`src/rtl/spi_shared_pkg.sv`:
```
// Shared types and constants for the SPI slave front end and its shift-register datapath.
// The command word is {opcode[1:0], payload[ADDR_SIZE-1:0]}, shifted MSB first.
package spi_shared_pkg;

    localparam int ADDR_SIZE_DEF = 8;
    localparam int WORD_DEF      = ADDR_SIZE_DEF + 2;

    localparam logic [1:0] OP_WR_ADDR = 2'b00;
    localparam logic [1:0] OP_WR_DATA = 2'b01;
    localparam logic [1:0] OP_RD_ADDR = 2'b10;
    localparam logic [1:0] OP_RD_DATA = 2'b11;

    typedef enum logic [2:0] {
        IDLE      = 3'd0,
        CHK_CMD   = 3'd1,
        WRITE     = 3'd2,
        READ_ADD  = 3'd3,
        READ_DATA = 3'd4
    } state_e;

    // One spare bit so a full word count never aliases back to zero.
    function automatic int cnt_width(input int word);
        return $clog2(word) + 1;
    endfunction

endpackage

```
`src/rtl/spi_shift_reg.sv`:
```
// Serial datapath for the SPI slave: a serial-in word assembler (rx) and a
// parallel-load serial-out byte shifter (tx), each with its own bit counter.
module spi_shift_reg
    import spi_shared_pkg::*;
#(
    parameter  int ADDR_SIZE = ADDR_SIZE_DEF,
    localparam int WORD      = ADDR_SIZE + 2
) (
    input  logic                 clk,
    input  logic                 rst,
    // rx path
    input  logic                 rx_clr,
    input  logic                 rx_start,
    input  logic                 rx_shift,
    input  logic                 serial_in,
    output logic [WORD-1:0]      rx_word,
    output logic                 rx_last,
    output logic                 rx_done,
    // tx path
    input  logic                 tx_clr,
    input  logic                 tx_load,
    input  logic [ADDR_SIZE-1:0] tx_data,
    output logic                 tx_bit_next,
    output logic                 tx_done
);

    localparam int CW = cnt_width(WORD);
    localparam logic [CW-1:0] RX_FULL = CW'(WORD);
    localparam logic [CW-1:0] RX_LAST = CW'(WORD - 1);
    localparam logic [CW-1:0] TX_REM  = CW'(ADDR_SIZE - 1);

    logic [WORD-2:0]      rx_sreg_q, rx_sreg_d;
    logic [CW-1:0]        rx_cnt_q, rx_cnt_d;
    logic [ADDR_SIZE-1:0] tx_sreg_q, tx_sreg_d;
    logic [CW-1:0]        tx_cnt_q, tx_cnt_d;
    logic                 tx_busy_q, tx_busy_d;
    logic                 rx_shift_ok;

    // Shifting stops once a full word is held, so trailing MOSI bits are dropped.
    assign rx_shift_ok = rx_shift && (rx_cnt_q < RX_FULL);
    assign rx_last     = rx_shift_ok && (rx_cnt_q == RX_LAST);
    assign rx_done     = (rx_cnt_q == RX_FULL);
    assign rx_word     = {rx_sreg_q, serial_in};
    assign tx_done     = tx_busy_q && (tx_cnt_q == '0);

    always_comb begin
        rx_sreg_d = rx_sreg_q;
        rx_cnt_d  = rx_cnt_q;
        if (rx_clr) begin
            rx_sreg_d = '0;
            rx_cnt_d  = '0;
        end else if (rx_start) begin
            rx_sreg_d = {{(WORD-2){1'b0}}, serial_in};
            rx_cnt_d  = CW'(1);
        end else if (rx_shift_ok) begin
            rx_sreg_d = {rx_sreg_q[WORD-3:0], serial_in};
            rx_cnt_d  = rx_cnt_q + CW'(1);
        end
    end

    // tx_bit_next is the value MISO takes after this edge; the MSB goes out
    // directly on load so the shift register only holds the remaining bits.
    always_comb begin
        tx_sreg_d   = tx_sreg_q;
        tx_cnt_d    = tx_cnt_q;
        tx_busy_d   = tx_busy_q;
        tx_bit_next = 1'b0;
        if (tx_clr) begin
            tx_sreg_d = '0;
            tx_cnt_d  = '0;
            tx_busy_d = 1'b0;
        end else if (tx_load) begin
            tx_bit_next = tx_data[ADDR_SIZE-1];
            tx_sreg_d   = {tx_data[ADDR_SIZE-2:0], 1'b0};
            tx_cnt_d    = TX_REM;
            tx_busy_d   = 1'b1;
        end else if (tx_busy_q) begin
            if (tx_cnt_q != '0) begin
                tx_bit_next = tx_sreg_q[ADDR_SIZE-1];
                tx_sreg_d   = {tx_sreg_q[ADDR_SIZE-2:0], 1'b0};
                tx_cnt_d    = tx_cnt_q - CW'(1);
            end else begin
                tx_busy_d = 1'b0;
            end
        end
    end

    always_ff @(posedge clk or posedge rst) begin
        if (rst) begin
            rx_sreg_q <= '0;
            rx_cnt_q  <= '0;
            tx_sreg_q <= '0;
            tx_cnt_q  <= '0;
            tx_busy_q <= 1'b0;
        end else begin
            rx_sreg_q <= rx_sreg_d;
            rx_cnt_q  <= rx_cnt_d;
            tx_sreg_q <= tx_sreg_d;
            tx_cnt_q  <= tx_cnt_d;
            tx_busy_q <= tx_busy_d;
        end
    end

endmodule

```
`src/rtl/spi_slave_ctrl.sv`:
```
// SPI slave front end: frames MOSI into command words for the RAM stage and
// returns read data on MISO after a read-address / read-data command pair.
module spi_slave_ctrl
    import spi_shared_pkg::*;
#(
    parameter  int ADDR_SIZE = ADDR_SIZE_DEF,
    localparam int WORD      = ADDR_SIZE + 2
) (
    input  logic                 clk,
    input  logic                 rst,
    input  logic                 MOSI,
    input  logic                 ss_n,
    output logic [WORD-1:0]      rx_data,
    output logic                 rx_valid,
    input  logic [ADDR_SIZE-1:0] tx_data,
    input  logic                 tx_valid,
    output logic                 MISO
);

    state_e          state_q, state_d;
    logic [WORD-1:0] rx_data_q, rx_data_d;
    logic            rx_valid_q, rx_valid_d;
    logic            miso_q, miso_d;
    logic            rd_addr_seen_q, rd_addr_seen_d;
    logic            tx_used_q, tx_used_d;

    logic            in_frame, abort;
    logic            rx_clr, rx_start, rx_shift, rx_last, rx_done;
    logic            tx_load, tx_bit_next, tx_done;
    logic [WORD-1:0] rx_word;

    always_comb begin
        in_frame = (state_q == WRITE) || (state_q == READ_ADD) || (state_q == READ_DATA);
        abort    = (state_q != IDLE) && ss_n;
        rx_clr   = (state_q == IDLE) || abort;
        rx_start = (state_q == CHK_CMD) && !ss_n;
        rx_shift = in_frame && !ss_n;
        // Only one byte is accepted per READ_DATA frame, and only once the command word is in.
        tx_load  = (state_q == READ_DATA) && !ss_n && rx_done && !tx_used_q && tx_valid;
    end

    spi_shift_reg #(
        .ADDR_SIZE(ADDR_SIZE)
    ) u_shift (
        .clk        (clk),
        .rst        (rst),
        .rx_clr     (rx_clr),
        .rx_start   (rx_start),
        .rx_shift   (rx_shift),
        .serial_in  (MOSI),
        .rx_word    (rx_word),
        .rx_last    (rx_last),
        .rx_done    (rx_done),
        .tx_clr     (rx_clr),
        .tx_load    (tx_load),
        .tx_data    (tx_data),
        .tx_bit_next(tx_bit_next),
        .tx_done    (tx_done)
    );

    always_comb begin
        state_d        = state_q;
        rx_valid_d     = rx_last;
        rx_data_d      = rx_last ? rx_word : rx_data_q;
        miso_d         = tx_bit_next;
        rd_addr_seen_d = rd_addr_seen_q;
        tx_used_d      = (state_q == IDLE) ? 1'b0 : (tx_used_q || tx_load);

        if (tx_done) begin
            rd_addr_seen_d = 1'b0;
        end else if (rx_last && (state_q == READ_ADD)) begin
            rd_addr_seen_d = 1'b1;
        end

        case (state_q)
            IDLE: begin
                if (!ss_n) state_d = CHK_CMD;
            end
            CHK_CMD: begin
                if (ss_n)                state_d = IDLE;
                else if (!MOSI)          state_d = WRITE;
                else if (rd_addr_seen_q) state_d = READ_DATA;
                else                     state_d = READ_ADD;
            end
            WRITE, READ_ADD, READ_DATA: begin
                if (ss_n) state_d = IDLE;
            end
            default: state_d = IDLE;
        endcase
    end

    always_ff @(posedge clk or posedge rst) begin
        if (rst) begin
            state_q        <= IDLE;
            rx_data_q      <= '0;
            rx_valid_q     <= 1'b0;
            miso_q         <= 1'b0;
            rd_addr_seen_q <= 1'b0;
            tx_used_q      <= 1'b0;
        end else begin
            state_q        <= state_d;
            rx_data_q      <= rx_data_d;
            rx_valid_q     <= rx_valid_d;
            miso_q         <= miso_d;
            rd_addr_seen_q <= rd_addr_seen_d;
            tx_used_q      <= tx_used_d;
        end
    end

    assign rx_data  = rx_data_q;
    assign rx_valid = rx_valid_q;
    assign MISO     = miso_q;

endmodule
```
`config.mk`:
```
export PLATFORM = sky130hd
export DESIGN_NAME = spi_slave_ctrl
export DESIGN_NICKNAME = d
export VERILOG_FILES = /design/src/rtl/spi_shared_pkg.sv /design/src/rtl/spi_shift_reg.sv /design/src/rtl/spi_slave_ctrl.sv
export SDC_FILE = /design/constraint.sdc
export NUM_CORES = 1
export LEC_CHECK = 0
export CAP_MARGIN = 20
export CORE_AREA = 2 2 75 77
export DETAILED_ROUTE_END_ITERATION = 8
export DIE_AREA = 0 0 77 79
export MAX_ROUTING_LAYER = met4
export PLACE_DENSITY = 0.7
export RECOVER_POWER = 100
export SLEW_MARGIN = 20
export SYNTH_ARGS = -nofsm -noshare
export SYNTH_HDL_FRONTEND = slang
export SYNTH_SLANG_ARGS = --single-unit
```
`constraint.sdc`:
```
create_clock -name clk -period 5.65 [get_ports clk]
set_clock_uncertainty 0.05 [all_clocks]
set_input_delay 1.13 -clock clk [delete_from_list [all_inputs] [get_ports clk]]
set_output_delay 1.13 -clock clk [all_outputs]
set_load 0.01 [all_outputs]
```
# --- Yosys cells after proc, flatten, opt, wreduce, memory -nomap -nowiden ---
# Cells that the tools add are included.
totals:
  regBits: 45
  latch_bits: 0
  mem_bits_rw: 0
  romBits: 0
  input_bits: 13
  out_inout_bits: 12
  memories: 0
op_classes:
  n_addsub: 2
  mul: 0
  n_div: 0
  order_cmp: 1
  n_eq_ne: 8
  shift: 0
  n_mux: 31
  bitwise_logic: 0
  reduce_logical: 28
op_table:
  columns: ["op", "n"]
  rows:
  - ["$mux W5", 7]
  - ["$mux W8", 4]
  - ["$mux W9", 3]
  - ["$mux W3", 5]
  - ["$reduce_bool A3 Y1", 4]
  - ["$logic_and A1 B1 Y1", 11]
  - ["$mux W1", 11]
  - ["$eq A5 B4 Y1 const B", 2]
  - ["$pmux W3 S3", 1]
  - ["$eq A3 B2 Y1 const B", 2]
  - ["$add A5 B1 Y5 const B", 1]
  - ["$logic_not A5 Y1", 1]
  - ["$lt A5 B4 Y1 const B", 1]
  - ["$reduce_bool A5 Y1", 1]
  - ["$sub A5 B1 Y5 const B", 1]
  - ["$logic_or A1 B1 Y1", 4]
  - ["$ne A2 B2 Y1 const B", 2]
  - ["$reduce_and A2 Y1", 2]
  - ["$eq A3 B1 Y1 const B", 1]
  - ["$eq A3 B3 Y1 const B", 1]
  - ["$logic_not A3 Y1", 1]
  - ["$reduce_or A3 Y1", 1]
  - ["$logic_not A1 Y1", 2]
  - ["$reduce_bool A2 Y1", 1]

# --- Depth between registers and ports, before layout ---
depth:
  word_depth: 9
  ltp_mapped: 7
  ltp_nobuf: 6

# --- Modules after synthesis ---
# From an unflattened synthesis, not the netlist that was laid out.
unflattened:
  cells_unflattened: 207
  area_unflattened_um2: 2177.1
modules_own_cells:
  columns: ["module", "instances", "cells_per_inst", "area_per_inst_um2"]
  rows:
  - ["spi_shift_reg", 1, 151, 1442.6]
  - ["spi_slave_ctrl", 1, 56, 734.5]

# --- Worst setup path after synthesis ---
# Ideal clock, no wire load.
synth_path:
  path_kind: "input-to-reg"
  start: "input port ss_n"
  end: "register miso_q, in the netlist MISO"
  setup_ps: 125
  t_arrival_ps: 1997
  required_time_ps: 5475
  slack_ps: 3479
  path_stages: 4
  n_path_buf: 1
  cell_sequence: "clkbuf_1 nor2_1 nand4_1 mux2_2"
synth_via:
  elab_chain_len: 7
synth_rtl:
  columns: ["element", "line_no", "source"]
  rows:
  - ["start: declaration", "spi_slave_ctrl.sv:12", "input logic ss_n,"]
  - ["$logic_not A1 Y1", null, null]
  - ["$logic_and A1 B1 Y1 (4 in a row)", "spi_slave_ctrl.sv:39", "tx_load = (state_q == READ_DATA) && !ss_n && rx_done && !tx_used_q && tx_valid;"]
  - ["$mux W1", "spi_shift_reg.sv:72", "end else if (tx_load) begin"]
  - ["$mux W1 (*)", "spi_shift_reg.sv:68", "if (tx_clr) begin"]
  - ["net miso_d", "spi_slave_ctrl.sv:23", "logic miso_q, miso_d;"]
  - ["end signal: assignment", "spi_slave_ctrl.sv:104", "miso_q <= miso_d;"]
  - ["end: declaration", "spi_slave_ctrl.sv:23", null]
# Mark *: on every way through the listed nets, which the timed path passes. The rest lies on a longest branch.
# A chain may end at the register's enable or synchronous reset.

==> reports/results.ini <==
[status]
status = complete, but fails checks
violations = capacitance limit, slew limit

[power]
pwr-share-seq = 0.510
intPower_mw = 0.4973
powerDensity_nw_per_um2 = 265.7
switching_share = 0.2283
pwr-share-clk = 0.405
ir_drop_uv = 153.7
p_leak_nw = 1.131
power_switching_mw = 0.1471
combPwrFrac = 0.084

[routing]
vias = 1373
drt_iter0_markers = 122
wl_per_cell_um = 12.81
dr.pass1.iters = 4
wl_mm = 3.637
avgViaCountPerCell = 4.835
drcViolationCount = 0
ant_nets = 0

[final_layout]
multi_input_area_um2 = 829.5
final_cell_mix = dfrtp_1, nand2_1, o21ai_0, a21oi_1, dlygate4sd3_1
drive_gt1_frac = 0.1226
final_common_cell = dfrtp_1
nFillCells = 531
seqCellArea_um2 = 1101
synthToLayoutAreaGrowth_pct = 19.70
nNetsFinal = 228
diodes = 0

[floorplan]
row_count = 27
dieHeight_um = 79
start_util = 0.3795
core_area_um2 = 5338
die_w_um = 77
io_pins = 25
die-area_um2 = 6083

[placement]
hpwl_mm = 2.475
dp_slack_ns = 2.380
gp_congestion = 0.7759
io_buffers = 24

[worst_setup_path]
startpoint = rst
worstReg2RegStart = state_q[2]
r2r-end = rx_data[8]
cp.required_ns = 5.53
path_class = input pin to asynchronous set/reset pin
cp-end-kind = asynchronous set/reset pin
crit_path_end = u_shift.tx_cnt_q[3]
crit_fanout = 44
rrSetupSlack_ns = 2.93
critPathArrivalTime_ns = 3.38
rr_worst_depth = 4
cp-start-kind = input pin

[cts]
cts_root_buf = clkbuf_8
clk_latency_ns = 0.30
clock_sinks = 44
clockBufferDepth = 2
hold_buffers = 0
post_cts_buffers = 0
numCtsBuffers = 5
cts_tree = yes
cts-htree-levels = 2
path_clk_slew_ns = 0.08
ctsResizeCount = 0

[global_route]
antenna_found_initial = 0
grt_overflow_total = 0
grt_pass1_vias = 1357
grt_pass1_wl_mm = 6.251
track_usage = 0.1325
grt_max_degree = 45

[yosys]
synth.net_count = 205
ys_seq_area_frac = 0.5435
synth_seq_cells = 44
synthArstFlopShare = 1.000
synth-edff-count = 0
synth-warning-count = 0
syn_inst = 188
synth_ff_type = dfrtp_1
syn_avg_cell_area_um2 = 10.77
synth_cell_types = 38
synth_area_um2 = 2026

[timing]
rsz0062_at_grt = false
setup_violations = 0
fmax_ghz = 0.2853
hold_violations = 0
fin_tns_setup_ns = 0
maxSlewViolCount = 45
relSlewSlack = -0.5533
worst_slew_pin_slew_ns = 2.330
period_needed_ns = 3.505
fin_crit_sh = 0.6203
setup_ws_ns = 2.145

[run]
cap_violations = 1

[hold_path]
min_path_type = register to register

logic make-up after synthesis:
logic type / after synthesis / synth area share
flops: 44 / 0.5435
mux: 20 / 0.1062
fa+ha+maj: 4 / 0.02471
compound gates: 38 / 0.1155
xor+xnor: 2 / 0.008649
buf+inv: 18 / 0.04138
simple gates: 62 / 0.1600
synth_stat cells, types with 3 or more instances:
cell      number  share of area
clkbuf_1       6          0.011
inv_1          9          0.017
ha_1           4          0.025
a21oi_1       15          0.037
nand3_1        3         0.0074
o21ai_0       15          0.037
mux2i_1        8          0.040
nand2_1       24          0.044
dfrtp_1       44           0.54
nor3_1         9          0.022
nand4_1        3         0.0093
mux2_2        12          0.067
nor2_1         9          0.017
how the worst min path moves through the flow:
stage,startpoint,end,slack (ns),cells after the start
after floorplan,u_shift.rx_sreg_q[1],u_shift.rx_sreg_q[2],0.42,2
after detailed placement,u_shift.rx_sreg_q[6],u_shift.rx_sreg_q[7],0.45,2
final,rx_data[3],rx_data[3],0.46,1
after global placement,rx_data[0],rx_data[0],0.44,1
after global routing,rx_data[2],rx_data[2],0.48,1
after CTS,rx_data[0],rx_data[0],0.47,1
flip-flops by register name (all words and copies together), names as in the netlist:
name and cells:
u_shift.tx_sreg_q 7, MISO 1, rx_data 10, u_shift.tx_busy_q 1, tx_used_q 1, rd_addr_seen_q 1
u_shift.rx_cnt_q 5, u_shift.rx_sreg_q 9, u_shift.tx_cnt_q 5, rx_valid 1, state_q 3
power by group through the flow:
stage               Combinational, mW  Sequential [mW]  Clock (mW)
finish                         0.0542            0.329       0.261
global placement               0.0561            0.336           0
detailed placement             0.0569            0.335           0
CTS                            0.0572            0.329       0.266
floorplan                      0.0436            0.331           0
global route                   0.0624            0.330       0.279
critical path, stage by stage:
cell           delay, ns
dlygate4sd3_1       0.53
inv_1               0.05
clkbuf_1            1.65
layout make-up:
class,instances,share of cell area
Timing Repair Buffer,25,0.1006
Sequential cell,44,0.4541
Clock inverter,1,0.01238
Clock buffer,7,0.03973
Tap cell,72,0.03715
Inverter,9,0.01393
Multi-Input combinational cell,126,0.3421
stage by stage:
step                      hold slack, ns  cell area [µm²]  utilization  total power [mW]  cells
after floorplan                   0.4157             2026            -            0.3744    188
after global placement            0.4414             2313       0.4334            0.3917    276
after detailed placement          0.4483             2313       0.4334            0.3920    276
after CTS                         0.4670             2440       0.4571            0.6517    284
after global routing              0.4785             2425       0.4543            0.6716    284
final                             0.4576             2425       0.4543            0.6444    284
metal layers:
layer	up-vias	share of wire	routed length [µm]	GRT usage
met1	651	0.49	1769	0.1628
met4	0	0.012	45	0.04286
met5	-	0	0	-
met3	6	0.034	123	0.03864
li1	700	-	-	-
met2	16	0.47	1699	0.2132
No activity file was read; power rests on OpenSTA's default activity.
==> variant 1 (same settings) <==
Set the package constant `ADDR_SIZE_DEF` to 4 (it was 8).
--- a/src/rtl/spi_shared_pkg.sv
+++ b/src/rtl/spi_shared_pkg.sv
@@ -2,7 +2,7 @@
 // The command word is {opcode[1:0], payload[ADDR_SIZE-1:0]}, shifted MSB first.
 package spi_shared_pkg;
 
-    localparam int ADDR_SIZE_DEF = 8;
+    localparam int ADDR_SIZE_DEF = 4;
     localparam int WORD_DEF      = ADDR_SIZE_DEF + 2;
 
     localparam logic [1:0] OP_WR_ADDR = 2'b00;
Ports: changed (resized rx_data and tx_data); port bits go from 25 to 17. No check against the original RTL was run, so the function may have changed too.
==> variant 1 against the original RTL <==
- synthesized cell count is 27% lower
- final cell count is 19% lower
- final area is 28% lower
- sequential cell count is 14 lower
- area after synthesis is 30% lower
- highest routed layer unchanged
- the flow still finishes with violations (capacitance limit, slew limit)
- largest cell class unchanged
- setup slack better by 0.44 ns
- wire length is 29% lower
- register-to-register slack better by 0.60 ns
- total power is 29% lower
==> variant 1: results (changes against the original RTL) <==
| Metric | Value |
|---|---|
| Outcome | `finished with violations` |
| Violated checks | `capacitance limit, slew limit` |
| Hold endpoint | `rx_data[1]` |
| Fin util | `32.6% (-13 points)` |
| Sinks on the clock net | `30 (-32%)` |
| Global routing usage on met3 | `2.61% (-1.3 points)` |
| Max VDD drop | `0.000119 V (-22%)` |
| Max cap viols | `1 (unchanged)` |
| Worst-Skew Late Latency | `0.28 ns (-0.02 ns)` |
| Via count | `1036 (-25%)` |
| Arr. time, crit path | `3.16 ns (-0.22 ns)` |
| Relative slew slack | `-3.93% (+51 points)` |
| Post-DP HPWL | `1.86 mm (-25%)` |
| Net Count, Synth | `151 (-26%)` |
| CP delay by family, top | `simple AND/OR/NAND/NOR gates` |
| Via density | `4.50 (-6.8%)` |
| Sequential cell area share | `43.2% (-2.2 points)` |
| M1 WL | `1.18 mm (-33%)` |
| Setup WS pre-CTS | `2.47 ns (+0.0918 ns)` |
| Leakage power | `0.787 nW (-30%)` |
| Hold Crit Start | `rx_data[1]` |
| Worst r2r dst | `u_shift.rx_cnt_q[2]` |
| Synth top cells by count | `dfrtp_1 (30), nand2_1 (23), a21oi_1 (11), inv_1 (11)` |
| YS warnings | `0 (unchanged)` |
| Hold Path Class | `reg2reg` |
| Most used DFF post-synth | `dfrtp_1` |
| Critical path peak fanout | `11 (-75%)` |
| Pwr Density | `265 mW/mm2 (-0.35%)` |
| PortBufs | `16 (-33%)` |
| Worst-path clk slew | `0.06 ns (-0.02 ns)` |
| Slew Limit Fails | `31 (-31%)` |
| Nets | `170 (-25%)` |
| Clock Power Share | `45.5% (+5.0 points)` |
| Average cell area after synthesis | `10.3 um2 (-4.4%)` |
| DP Cell Count | `222 (-20%)` |
| Sw frac | `22.2% (-0.62 points)` |
| Met1 usage | `10.9% (-5.4 points)` |
| Area contributors post-synth | `dfrtp_1 (53%), nand2_1 (6.1%), mux2_2 (4.8%)` |
| Clk_buf instances | `5 (-2)` |
| Max stage delay on crit path | `0.68 ns (-0.97 ns)` |
| Fraction of area in multi-input gates | `33.6% (-0.61 points)` |
| Pin count of the biggest net entering global routing | `31 (-31%)` |
| Min setup slack post-route | `2.59 ns (+0.442 ns)` |
| Worst reg2reg setup slack | `3.53 ns (+0.60 ns)` |
| Global Route met2 Usage | `16.0% (-5.4 points)` |
| Slowest cell on crit path | `or4_1` |
| Share of cells above drive strength 1 | `12.0% (-0.24 points)` |
| Fillers | `579 (+9.0%)` |
| Clock-cell share of area | `6.26% (+1.0 points)` |
| Area after DPL | `0.00164 mm2 (-29%)` |
| Sequential fraction of the synthesis area | `52.8% (-1.5 points)` |
| Distinct cell type count after synthesis | `37 (-2.6%)` |
| Count of non-CTS inverters in the layout | `11 (+2)` |
| Total track usage | `9.95% (-3.3 points)` |
variant 1: changes by cell type after synthesis, sizes merged, moves of 3 or more:
cell,unedited run,this run
mux2,12,6
o21ai,15,7
mux2i,8,4
dfrtp,44,30
a21oi,15,11
nor2,9,6
clkbuf,6,2
nor3,10,3
variant 1: logic make-up (layout without fill, tap and decap cells):
family	count (synthesis)	in the layout	synth area share [%]
adder cells (fa/ha/maj)	4	4	3.52
buffers and inverters	16	36	5.37
AND/OR/NAND/NOR	48	48	17.1
XOR/XNOR	2	2	1.23
AO/OA/AOI/OAI	28	28	12.4
multiplexers	10	10	7.57
flip-flops	30	30	52.8
variant 1: worst max-delay path by stage:
| stage | from | end | depth (start not counted) |
|---|---|---|---|
| global placement | ss_n | rx_data[2] | 5 |
| CTS | ss_n | rx_data[2] | 5 |
| finish | ss_n | u_shift.tx_sreg_q[3] | 5 |
| global route | rst | u_shift.tx_busy_q | 3 |
| floorplan | ss_n | u_shift.tx_sreg_q[3] | 6 |
| detailed placement | ss_n | rx_data[2] | 5 |
==> variant 2 (same flow settings) <==
Without the edit above. Encoding of `state_e`: now Gray code (3 bits for 5 states).
--- a/src/rtl/spi_shared_pkg.sv
+++ b/src/rtl/spi_shared_pkg.sv
@@ -11,11 +11,11 @@
     localparam logic [1:0] OP_RD_DATA = 2'b11;
 
     typedef enum logic [2:0] {
-        IDLE      = 3'd0,
-        CHK_CMD   = 3'd1,
-        WRITE     = 3'd2,
-        READ_ADD  = 3'd3,
-        READ_DATA = 3'd4
+        IDLE      = 3'b000,
+        CHK_CMD   = 3'b001,
+        WRITE     = 3'b011,
+        READ_ADD  = 3'b010,
+        READ_DATA = 3'b110
     } state_e;
 
     // One spare bit so a full word count never aliases back to zero.
Behaviour: same outputs for any inputs over 10 cycles, from zero or initial values and one cycle with rst high; not proved beyond that.
==> variant 2 against the original RTL <==
- sequential power shrank 2%
- area after synthesis fell by 2.2%
- sequential cell count unchanged
- total power fell by 10%
- setup slack got worse by 0.41 ns
- first-iteration DRC count down 25%
- critical endpoint is now u_shift.rx_sreg_q[0]
- final area is 3.9% lower
- combinational power fell by 38%
- wire length down 3.4%
- via count increased by 2.8%
- die area unchanged
- critical path depth increased by 3
- the run still ends with capacitance limit, slew limit left
==> variant 2: results (changes against the original RTL) <==
| Metric | Value |
|---|---|
| Outcome | `finished with violations` |
| Violated checks | `capacitance limit, slew limit` |
| Post-Synth XOR/XNOR Area | `0.884% (+0.019 points)` |
| Critical path peak fanout | `12 (-73%)` |
| Hold Crit Start | `rx_data[9]` |
| Leakage power | `1.06 nW (-6.3%)` |
| Global-route wire length before repair | `6.33 mm (+1.2%)` |
| Worst Setup SP | `ss_n` |
| Max cap viols | `2 (+1)` |
| Worst r2r dst | `u_shift.rx_sreg_q[0]` |
| Worst reg2reg setup slack | `2.76 ns (-0.17 ns)` |
| Nets | `231 (+1.3%)` |
| Arr. time, crit path | `4.05 ns (+0.67 ns)` |
| Total track usage | `13.6% (+0.33 points)` |
| Area contributors post-synth | `dfrtp_1 (56%), nand2_1 (6.1%), mux2_4 (4.5%)` |
| Initial DRC Count | `92 (-25%)` |
| Post-DP HPWL | `2.40 mm (-2.9%)` |
| Max stage delay on crit path | `1.16 ns (-0.49 ns)` |
| Multiplexer share of the synthesized area | `7.83% (-2.8 points)` |
| Fillers | `546 (+2.8%)` |
| Actual slew at the worst max-slew pin | `2.24 ns (-0.0915 ns)` |
| Setup WS pre-CTS | `2.10 ns (-0.281 ns)` |
| Post-synthesis adder-cell area fraction | `2.53% (+0.055 points)` |
| Synth top cells by count | `dfrtp_1 (44), nand2_1 (32), nor2_1 (15)` |
| Routed WL | `3.51 mm (-3.4%)` |
| Distinct cell type count after synthesis | `37 (-2.6%)` |
| Sequential fraction of the synthesis area | `55.6% (+1.2 points)` |
| Compound-Gate Fraction of Synth Area | `10.4% (-1.2 points)` |
| Share of cells above drive strength 1 | `2.82% (-9.4 points)` |
| Slew Limit Fails | `45 (unchanged)` |
| Worst hold slack | `0.437 ns (-0.0209 ns)` |
## variant 2: kinds of logic after synthesis
| kind of cell | count (synthesis) |
|---|---|
| muxes | 12 |
| and+or+nand+nor | 76 |
| xor gates and xnor gates | 2 |
| buffers and inverters | 19 |
| DFF | 44 |
| adders and majority gates | 4 |
| AOI/OAI and AO/OA | 35 |
## variant 2: metrics by stage
stage,std cells,area [um2],power [mW]
CTS,285,2370,0.590
floorplan,192,1980,0.350
finish,285,2330,0.580
global placement,279,2270,0.364
global route,285,2330,0.606
detailed placement,279,2270,0.365
## variant 2: final cells by class
cell class	count	area (um2)	area share, %
sequential	44	1100	47.2
clock inverter	1	30.0	1.29
tap	72	90.1	3.86
clock buffer	5	68.8	2.95
multi-input combinational	129	763	32.7
timing repair buffer	26	248	10.6
inverter	8	30.0	1.29
## variant 2: routing by layer
layer	wire length, um	track usage, %
met4	96	8.04
met1	1770	17.5
met5	0	-
met3	109	2.84
met2	1540	20.0
## variant 2: worst max-delay path by stage
stage | slack [ns] | cells past startpoint | to
final | 1.73 | 6 | u_shift.rx_sreg_q[0]
after global routing | 1.44 | 6 | u_shift.rx_sreg_q[0]
after CTS | 2.42 | 6 | u_shift.rx_sreg_q[0]
after detailed placement | 2.10 | 6 | u_shift.rx_sreg_q[0]
after global placement | 2.16 | 6 | u_shift.rx_sreg_q[0]
after floorplan | 3.04 | 6 | rx_data[1]
## variant 2: report_power, final
part,total [mW],switching (mW),internal [mW]
sequential,0.322,0.00438,0.318
clock,0.224,0.0971,0.127
combinational,0.0338,0.0211,0.0127
total,0.580,0.123,0.457
